### src/rtl/nibble_serial_adder_ctrl_pkg.sv
// Shared definitions for the nibble-serial add/subtract sequencer.
package nibble_serial_adder_ctrl_pkg;

    localparam int NIB_W = 4;

    typedef enum logic [1:0] {
        ST_IDLE = 2'd0,
        ST_RUN  = 2'd1,
        ST_DONE = 2'd2
    } state_e;

endpackage

### src/rtl/nibble_serial_adder_ctrl_add4.sv
// Combinational 4-bit ripple-carry adder: one full adder per bit, carry chained LSB to MSB.
module nibble_add4
    import nibble_serial_adder_ctrl_pkg::*;
(
    input  logic [NIB_W-1:0] a,
    input  logic [NIB_W-1:0] b,
    input  logic             cin,
    output logic [NIB_W-1:0] s,
    output logic             cout
);

    logic [NIB_W:0] c;

    assign c[0] = cin;

    for (genvar i = 0; i < NIB_W; i++) begin : g_fa
        assign s[i]   = a[i] ^ b[i] ^ c[i];
        assign c[i+1] = (a[i] & b[i]) | (c[i] & (a[i] ^ b[i]));
    end

    assign cout = c[NIB_W];

endmodule

### src/rtl/nibble_serial_adder_ctrl.sv
// WIDTH-bit add/subtract sequencer that reuses a single 4-bit adder, one nibble per clock,
// with valid/ready handshakes toward the requester and the result consumer.
module nibble_serial_adder_ctrl
    import nibble_serial_adder_ctrl_pkg::*;
#(
    parameter int WIDTH = 16
) (
    input  logic             clk,
    input  logic             resetn,
    input  logic             req_valid,
    output logic             req_ready,
    input  logic [WIDTH-1:0] req_a,
    input  logic [WIDTH-1:0] req_b,
    input  logic             req_sub,
    input  logic             flush,
    output logic             res_valid,
    input  logic             res_ready,
    output logic [WIDTH-1:0] res_sum,
    output logic             res_cout,
    output logic             res_ovf,
    output logic             res_zero,
    output logic             busy
);

    localparam int NIBS  = WIDTH / NIB_W;
    localparam int CNT_W = (NIBS > 1) ? $clog2(NIBS) : 1;

    state_e             state_q, state_d;
    logic [CNT_W-1:0]   cnt_q, cnt_d;
    logic               carry_q, carry_d;
    logic [WIDTH-1:0]   sum_q, sum_d;
    logic               cout_q, cout_d;
    logic               ovf_q, ovf_d;
    logic               zero_q, zero_d;
    logic [WIDTH-1:0]   a_q, a_d;
    logic [WIDTH-1:0]   b_q, b_d;

    logic [NIB_W-1:0]   nib_a, nib_b, nib_s;
    logic               nib_cout;
    logic               last_nib;

    assign nib_a    = a_q[int'(cnt_q)*NIB_W +: NIB_W];
    assign nib_b    = b_q[int'(cnt_q)*NIB_W +: NIB_W];
    assign last_nib = (cnt_q == CNT_W'(NIBS - 1));

    nibble_add4 u_add4 (
        .a    (nib_a),
        .b    (nib_b),
        .cin  (carry_q),
        .s    (nib_s),
        .cout (nib_cout)
    );

    always_comb begin
        state_d = state_q;
        cnt_d   = cnt_q;
        carry_d = carry_q;
        sum_d   = sum_q;
        cout_d  = cout_q;
        ovf_d   = ovf_q;
        zero_d  = zero_q;
        a_d     = a_q;
        b_d     = b_q;

        if (flush) begin
            state_d = ST_IDLE;
            cnt_d   = '0;
        end else begin
            unique case (state_q)
                ST_IDLE: begin
                    if (req_valid) begin
                        // Subtract is a + ~b + 1: invert B here and seed the carry with 1.
                        a_d     = req_a;
                        b_d     = req_b ^ {WIDTH{req_sub}};
                        carry_d = req_sub;
                        cnt_d   = '0;
                        sum_d   = '0;
                        state_d = ST_RUN;
                    end
                end
                ST_RUN: begin
                    sum_d[int'(cnt_q)*NIB_W +: NIB_W] = nib_s;
                    carry_d = nib_cout;
                    cnt_d   = cnt_q + CNT_W'(1);
                    if (last_nib) begin
                        cout_d  = nib_cout;
                        ovf_d   = (a_q[WIDTH-1] == b_q[WIDTH-1]) && (nib_s[NIB_W-1] != a_q[WIDTH-1]);
                        zero_d  = (sum_d == '0);
                        cnt_d   = '0;
                        state_d = ST_DONE;
                    end
                end
                ST_DONE: begin
                    if (res_ready) begin
                        state_d = ST_IDLE;
                    end
                end
                default: begin
                    state_d = ST_IDLE;
                    cnt_d   = '0;
                end
            endcase
        end
    end

    always_ff @(posedge clk or negedge resetn) begin
        if (!resetn) begin
            state_q <= ST_IDLE;
            cnt_q   <= '0;
            carry_q <= 1'b0;
            sum_q   <= '0;
            cout_q  <= 1'b0;
            ovf_q   <= 1'b0;
            zero_q  <= 1'b0;
        end else begin
            state_q <= state_d;
            cnt_q   <= cnt_d;
            carry_q <= carry_d;
            sum_q   <= sum_d;
            cout_q  <= cout_d;
            ovf_q   <= ovf_d;
            zero_q  <= zero_d;
        end
    end

    // Operand registers are only read in RUN after a capture, so they need no reset.
    always_ff @(posedge clk) begin
        a_q <= a_d;
        b_q <= b_d;
    end

    assign req_ready = (state_q == ST_IDLE);
    assign res_valid = (state_q == ST_DONE);
    assign busy      = (state_q != ST_IDLE);
    assign res_sum   = sum_q;
    assign res_cout  = cout_q;
    assign res_ovf   = ovf_q;
    assign res_zero  = zero_q;

endmodule
### config.mk
export PLATFORM = sky130hd
export DESIGN_NAME = nibble_serial_adder_ctrl
export DESIGN_NICKNAME = d
export VERILOG_FILES = /design/src/rtl/nibble_serial_adder_ctrl_pkg.sv /design/src/rtl/nibble_serial_adder_ctrl_add4.sv /design/src/rtl/nibble_serial_adder_ctrl.sv
export SDC_FILE = /design/constraint.sdc
export NUM_CORES = 1
export LEC_CHECK = 0
export CAP_MARGIN = 10
export CORE_ASPECT_RATIO = 1.4
export CORE_MARGIN = 4
export CORE_UTILIZATION = 43
export CTS_BUF_LIST = sky130_fd_sc_hd__clkbuf_4
export DETAILED_ROUTE_END_ITERATION = 10
export PLACE_DENSITY = 0.7
export RECOVER_POWER = 25
export SETUP_SLACK_MARGIN = 0.2
export SLEW_MARGIN = 5
export SYNTH_ARGS = -nofsm -noshare
export SYNTH_HDL_FRONTEND = slang
export SYNTH_SLANG_ARGS = --single-unit
export TNS_END_PERCENT = 30
### constraint.sdc
create_clock -name clk -period 4.45 [get_ports clk]
set_input_delay 0.445 -clock clk [delete_from_list [all_inputs] [get_ports clk]]
set_output_delay 0.445 -clock clk [all_outputs]
set_load 0.01 [all_outputs]
Word-level counts from Yosys, hierarchy flattened:

Cells that the tools add are included.

* output and inout bits: 22
* logic and storage cells: 71
* register bits after elaboration: 56
* input bits: 38

* add/subtract/negate cells: 2
* shifts and indexed selects: 4
* equality and inequality tests: 10
* bitwise gates (word level): 22
* reduce and logical (&&, ||, !) cells: 10
* multiplexer cells: 14

Operators by type and width (number)
* $neg A4 Y33: 1
* $shift A4 B33 Y16 const A: 1
* $shiftx A4 B33 Y16: 1
* $pmux W16 S2: 1
* $shiftx A16 B5 Y4: 2
* $bwmux W16: 1
* $logic_not A16 Y1: 1
* $mux W16: 1
* $xor A16 B16 Y16: 1
* $mux W2: 7
* $pmux W2 S3: 2
* $reduce_and A3 Y1: 4
* $and A1 B1 Y1: 8
* $xor A1 B1 Y1: 8
* $ne A3 B2 Y1 const B: 2
* $eq A2 B2 Y1 const B: 2
* $ne A2 B2 Y1 const B: 2
* $or A1 B1 Y1: 4
* $reduce_bool A2 Y1: 2
* $ne A3 B3 Y1 const B: 1
* $add A2 B1 Y2 const B: 1
* $eq A2 B1 Y1 const B: 1
* $logic_not A2 Y1: 1
* $pmux W1 S2: 1
* 6 further kinds: 6

Longest topological paths before layout:

* depth after elaboration: 12
* gate-level depth with buffers: 16
* depth with buffers taken out: 14

By module:

Synthesis repeated with hierarchy kept, for this count alone.

* cells, all modules: 197
* area, all modules: 2686.3 um^2

Modules (own cells, without submodules)
* nibble_serial_adder_ctrl: cells an instance 183, area an instance 2568.7 um^2, times used 1, seq. area each 1561.5 um^2
* nibble_add4: cells an instance 14, area an instance 117.6 um^2, times used 1, seq. area each 0.0 um^2

Worst setup path after synthesis:

Ideal clock, no wire load.

* path kind: reg-to-reg
* from: reg cnt_q[0]
* to: reg zero_q, in the netlist res_zero
* clock period less this slack: 3783 ps
* data arrival time: 3687 ps
* required time: 4355 ps
* path buffers: 2
* cell stages (with the launch flop): 17
* slack: 667 ps
* library setup time: 95 ps
* path through: dfrtp_1 buf_2 buf_2 mux4_2 inv_1 fa_1 inv_1 fa_1 inv_1 fa_1 inv_1 fa_1 inv_1 a21oi_1 a211o_1 or4_1 o31ai_1

* word-level cells in the longest chain between the ends: 12
* elaborated cells on any way between the ends: 26
* classes of those cells: 1 x add/sub; 1 x eq/ne; 4 x shift; 1 x mux; 17 x bitwise; 2 x reduce/logical

Ends and longest elaborated chain
* start: declaration: RTL line nibble_serial_adder_ctrl.sv:29 `logic [CNT_W-1:0] cnt_q, cnt_d;`
* start signal: assignment: RTL line nibble_serial_adder_ctrl.sv:117 `cnt_q <= cnt_d;`
* $shiftx A16 B5 Y4 (on tied branches): RTL line nibble_serial_adder_ctrl.sv:42, nibble_serial_adder_ctrl.sv:43
* $xor A1 B1 Y1: RTL line nibble_serial_adder_ctrl_add4.sv:17, nibble_serial_adder_ctrl_add4.sv:18
* $and A1 B1 Y1: RTL line nibble_serial_adder_ctrl_add4.sv:18 `assign c[i+1] = (a[i] & b[i]) | (c[i] & (a[i] ^ b[i]));`
* $or A1 B1 Y1: RTL line nibble_serial_adder_ctrl_add4.sv:18
* $and A1 B1 Y1: RTL line nibble_serial_adder_ctrl_add4.sv:18
* $or A1 B1 Y1: RTL line nibble_serial_adder_ctrl_add4.sv:18
* $and A1 B1 Y1: RTL line nibble_serial_adder_ctrl_add4.sv:18
* $or A1 B1 Y1: RTL line nibble_serial_adder_ctrl_add4.sv:18
* $xor A1 B1 Y1: RTL line nibble_serial_adder_ctrl_add4.sv:17 `assign s[i] = a[i] ^ b[i] ^ c[i];`
* $shiftx A4 B33 Y16: RTL line nibble_serial_adder_ctrl.sv:82 `sum_d[int'(cnt_q)*NIB_W +: NIB_W] = nib_s;`
* $bwmux W16: RTL line nibble_serial_adder_ctrl.sv:82
* $logic_not A16 Y1: RTL line nibble_serial_adder_ctrl.sv:88 `zero_d = (sum_d == '0);`
* end signal: assignment: RTL line nibble_serial_adder_ctrl.sv:122 `zero_q <= zero_d;`
* end: declaration: RTL line nibble_serial_adder_ctrl.sv:34 `logic zero_q, zero_d;`

Several ways; a longest one is shown, not always the timed one.
A chain may end at the register's enable or synchronous reset.

Final worst setup path:

Ends and elaborated chain as after synthesis.

==> report_table.html <==
<table>
<tr><th>Metric</th><th>Value</th></tr>
<tr><th colspan="2">Status</th></tr>
<tr><td>Outcome</td><td>completed</td></tr>
<tr><th colspan="2">Timing</th></tr>
<tr><td>Clock period minus worst slack</td><td>3.71 ns</td></tr>
<tr><td>WHS</td><td>0.436 ns</td></tr>
<tr><td>Number of hold violations in the final report</td><td>0</td></tr>
<tr><td>Setup repair after global routing missed its margin</td><td>no</td></tr>
<tr><td>Fin crit share</td><td>0.835</td></tr>
<tr><td>Remaining max-slew budget at the tightest pin</td><td>0.323</td></tr>
<tr><td>Highest achievable clock rate</td><td>0.269 GHz</td></tr>
<tr><td>Final Setup Violations</td><td>0</td></tr>
<tr><td>Number of pins exceeding their max-slew limit in the final report</td><td>0</td></tr>
<tr><td>Post-Route Setup TNS</td><td>0 ns</td></tr>
<tr><td>Worst-Margin Slew</td><td>1.01 ns</td></tr>
<tr><td>Layout Skew</td><td>0.0128 ns</td></tr>
<tr><th colspan="2">Placed design</th></tr>
<tr><td>Gp weighted congestion</td><td>0.903</td></tr>
<tr><td>Post-DP Area</td><td>3350 sq um</td></tr>
<tr><td># port buffers</td><td>59</td></tr>
<tr><td>DP HPWL</td><td>4.14 mm</td></tr>
<tr><td>Total placed cells including tap cells</td><td>339</td></tr>
<tr><th colspan="2">GRT</th></tr>
<tr><td>First-pass GRT wire length</td><td>8.49 mm</td></tr>
<tr><td>Initial antenna violation count</td><td>0</td></tr>
<tr><td>Combined global-route utilization of all metal layers</td><td>0.150</td></tr>
<tr><td>Overflow left after global routing</td><td>0</td></tr>
<tr><td>Maximum number of pins on one net before global-route repair</td><td>34</td></tr>
<tr><td>Via count of the first global-routing pass</td><td>1,848</td></tr>
<tr><th colspan="2">Floorplanning</th></tr>
<tr><td>Standard-cell row count</td><td>33</td></tr>
<tr><td>Die span in x</td><td>74.6 microns</td></tr>
<tr><td>Top-level port count</td><td>60</td></tr>
<tr><td>Vertical extent of the die</td><td>101 microns</td></tr>
<tr><td>Die ar.</td><td>7540 sq um</td></tr>
<tr><td>Standard cell core area</td><td>5950 sq um</td></tr>
<tr><td>Starting Density</td><td>0.448</td></tr>
<tr><th colspan="2">Synth</th></tr>
<tr><td>Post-synthesis cell type with the largest combined area</td><td>edfxtp_1</td></tr>
<tr><td>Most common library cells after synthesis</td><td>32 x edfxtp_1, 24 x dfrtp_1, 18 x o21ai_0</td></tr>
<tr><td>Post-synthesis register bit count</td><td>56</td></tr>
<tr><td>Main combinational cell family by area after synthesis</td><td>simple AND/OR/NAND/NOR gates</td></tr>
<tr><td>Post-synth net total</td><td>261</td></tr>
<tr><td>Parity-gate share of the synthesized area counting xor and xnor cells</td><td>0.0526</td></tr>
<tr><td>Area fraction in compound gates after synthesis</td><td>0.0882</td></tr>
<tr><td>Count of warnings emitted by yosys</td><td>0</td></tr>
<tr><td>Multiplexer area fraction after synthesis</td><td>0.0798</td></tr>
<tr><td>Post-synthesis cell area</td><td>2670 sq um</td></tr>
<tr><td>Proportion of netlist area held by the largest area contributor</td><td>0.360</td></tr>
<tr><td>Count leader, synth</td><td>edfxtp_1</td></tr>
<tr><td>Cell types occupying the most area after synthesis</td><td>edfxtp_1 36%, dfrtp_1 23%, mux4_2 6.8%</td></tr>
<tr><td>Sequential fraction of the synthesis area</td><td>0.586</td></tr>
<tr><td>Instance count of the mapped netlist</td><td>213</td></tr>
<tr><td>Most used flip-flop cell after synthesis</td><td>edfxtp_1</td></tr>
<tr><td>Syn avg cell area</td><td>12.5 sq um</td></tr>
<tr><td>Async SR Flop Fraction</td><td>0.429</td></tr>
<tr><td>Simple-Gate Fraction of Synth Area</td><td>0.102</td></tr>
<tr><td>Number of unique standard cell types used by synthesis</td><td>37</td></tr>
<tr><td>Fraction of the mapped netlist area in adder cells</td><td>0.0582</td></tr>
<tr><td>EDFF count, synth</td><td>32</td></tr>
<tr><th colspan="2">Drt</th></tr>
<tr><td>Average wire per standard cell</td><td>15.0 microns</td></tr>
<tr><td>WL final</td><td>5.22 mm</td></tr>
<tr><td>Number of DRC markers after the initial detailed-route iteration</td><td>122</td></tr>
<tr><td>Remaining design rule violation count</td><td>0</td></tr>
<tr><td>Vias after detailed routing</td><td>1,818</td></tr>
<tr><td>Detailed Routing Iterations Pass 1</td><td>4</td></tr>
<tr><td>DRT antenna net count</td><td>0</td></tr>
<tr><td>Detail-routed via count per cell</td><td>5.22</td></tr>
<tr><th colspan="2">Clock network</th></tr>
<tr><td>Clock latency on the worst-skew pair</td><td>0.37 ns</td></tr>
<tr><td>Number of buffers added for setup after CTS</td><td>0</td></tr>
<tr><td>Total clock buffers created by CTS</td><td>5</td></tr>
<tr><td>Count of H-tree levels built during CTS</td><td>2</td></tr>
<tr><td>Number of buffers on the longest clock path</td><td>2</td></tr>
<tr><td>Clock transition at the registers of the reported paths</td><td>0.15 ns</td></tr>
<tr><td>Clock tree from TritonCTS</td><td>done</td></tr>
<tr><td>Clock tree sinks</td><td>56</td></tr>
<tr><td>CTS hold repair buffers</td><td>0</td></tr>
<tr><td>Library cell used as clock root buffer</td><td>clkbuf_4</td></tr>
<tr><td>Number of cells upsized or downsized after cts</td><td>0</td></tr>
<tr><th colspan="2">Pwr</th></tr>
<tr><td>Seq pwr share</td><td>0.565</td></tr>
<tr><td>Switching share of power</td><td>0.278</td></tr>
<tr><td>Static power due to leakage</td><td>1.34 nW</td></tr>
<tr><td>Share of total power in combinational logic</td><td>0.228</td></tr>
<tr><td>Power spent charging and discharging nets</td><td>0.000295 W</td></tr>
<tr><td>Worst IR Drop VDD</td><td>205 uV</td></tr>
<tr><td>Clk pwr share</td><td>0.207</td></tr>
<tr><td>Total internal power</td><td>0.000765 W</td></tr>
<tr><td>Pwr dens</td><td>311 nW/um^2</td></tr>
<tr><th colspan="2">Critical path</th></tr>
<tr><td>Series of cell instances along the critical path</td><td>mux4_2 -&gt; inv_1 -&gt; fa_1 -&gt; inv_1 -&gt; fa_1 -&gt; inv_1 -&gt; fa_1 -&gt; inv_1 -&gt; fa_1 -&gt; inv_1 -&gt; a21oi_1 -&gt; a211o_1 -&gt; or4_1 -&gt; o31ai_1</td></tr>
<tr><td>Critical path's top delay family</td><td>adder cells</td></tr>
<tr><td>Kind of end point of the critical path</td><td>flop</td></tr>
<tr><td>CP max FO</td><td>6</td></tr>
<tr><td>Crit-path slowest cell</td><td>dfrtp_1</td></tr>
<tr><td>Most used cell along the critical path</td><td>inv_1</td></tr>
<tr><td>Worst path max stage delay</td><td>0.56 ns</td></tr>
<tr><td>Required time at the endpoint of the critical path</td><td>4.73 ns</td></tr>
<tr><td>WP buf/inv</td><td>5</td></tr>
<tr><td>Sort of element at the start of the critical path</td><td>flop</td></tr>
<tr><td>Data arrival at the endpoint of the critical path</td><td>4.00 ns</td></tr>
<tr><td>Worst setup path category</td><td>reg -&gt; reg</td></tr>
<tr><th colspan="2">Layout</th></tr>
<tr><td>P&amp;R area growth vs syn</td><td>27.8%</td></tr>
<tr><td>Total number of nets in the final design</td><td>325</td></tr>
<tr><td>Fraction of layout cells with a size suffix above 1</td><td>0.0899</td></tr>
<tr><td>Layout Utilization</td><td>0.573</td></tr>
<tr><td>Area taken by flip-flops and latches</td><td>1560 sq um</td></tr>
<tr><td>Number of filler instances in the final layout</td><td>530</td></tr>
<tr><td>Number of antenna repair diodes</td><td>0</td></tr>
<tr><td>Total non-filler cell area in the finished layout</td><td>3410 sq um</td></tr>
<tr><td>Non-filler instance count after layout</td><td>348</td></tr>
<tr><td>Area used by multi-input combinational logic</td><td>1020 sq um</td></tr>
<tr><th colspan="2">Min path</th></tr>
<tr><td>Min-Delay Path Class</td><td>in -&gt; async</td></tr>
<tr><th colspan="2">Flow run</th></tr>
<tr><td>Reported max-cap violation count</td><td>0</td></tr>
</table>
cell families after synthesis:
| group | count (synthesis) |
|---|---|
| buffers and inverters | 23 |
| AND/OR/NAND/NOR | 57 |
| XOR/XNOR | 16 |
| adder cells (fa/ha/maj) | 10 |
| multiplexers | 11 |
| AO/OA/AOI/OAI | 40 |
| flip-flops | 56 |
final cells by class:
class / instances / share of cell area
Sequential cell: 56 / 0.458
Tap cell: 70 / 0.0257
Multi-Input combinational cell: 134 / 0.299
Clock inverter: 2 / 0.00367
Inverter: 17 / 0.0187
Timing Repair Buffer: 63 / 0.181
Clock buffer: 6 / 0.0132
registers in the layout (all words and copies together) (netlist names):
signal / count
state_q: 2
cnt_q: 2
a_q: 16
res_sum: 16
res_ovf: 1
res_cout: 1
carry_q: 1
b_q: 16
res_zero: 1
stage by stage:
stage	setup WS (ns)	power, W
5_1_grt	0.503	0.00111
2_1_floorplan	0.667	0.000750
3_3_place_gp	0.861	0.000854
4_1_cts	0.721	0.00107
3_5_place_dp	0.757	0.000857
6_report	0.736	0.00106
path summary, 6_finish.rpt:
kind	start	to	slack, ns	cells past startpoint
worst max register to register	cnt_q[0]$_DFFE_PN0P_	res_zero$_DFFE_PN0P_	0.74	14
min in group clk	res_sum[1]$_DFFE_PN0P_	res_sum[1]$_DFFE_PN0P_	0.52	2
worst max-delay path	cnt_q[0]$_DFFE_PN0P_	res_zero$_DFFE_PN0P_	0.74	14
worst min-delay path	resetn	res_sum[9]$_DFFE_PN0P_	0.44	1
worst min register to register	res_sum[1]$_DFFE_PN0P_	res_sum[1]$_DFFE_PN0P_	0.52	2
max in group asynchronous	resetn	res_sum[15]$_DFFE_PN0P_	2.96	2
metal layers:
layer  wire, microns  up-vias  global-route usage
met3             236        8              0.0298
met4              85        0              0.0699
met1            1980      872               0.161
met5               0        -                   0
met2            2920       53               0.274
li1                -      885                   -
cell usage in the layout, fill, tap and decap left out, types with 6 or more instances in the layout:
| master | count |
|---|---|
| clkdlybuf4s50_1 | 42 |
| edfxtp_1 | 32 |
| dfrtp_1 | 24 |
| o21ai_0 | 18 |
| inv_1 | 17 |
| nor2_1 | 17 |
| nand2_1 | 17 |
| dlygate4sd3_1 | 17 |
| xor2_1 | 16 |
| mux4_2 | 8 |
| ha_1 | 6 |
| clkbuf_4 | 6 |
power groups by stage:
stage	Combinational [W]	Sequential [W]	Clock, W
finish	0.000241	0.000599	0.000219
global placement	0.000244	0.000610	0
floorplan	0.000140	0.000610	0
CTS	0.000246	0.000600	0.000228
global route	0.000267	0.000603	0.000243
detailed placement	0.000246	0.000611	0
worst reg2reg max path, delay by kind of cell, from the launching register on:
kind,cells,cell delay [ns]
simple gates,1,0.46
flops,1,0.56
compound gates,3,0.55
fa+ha+maj,4,1.13
mux,1,0.54
buf+inv,5,0.40
Note: power is estimated with default switching activity, not from simulation.
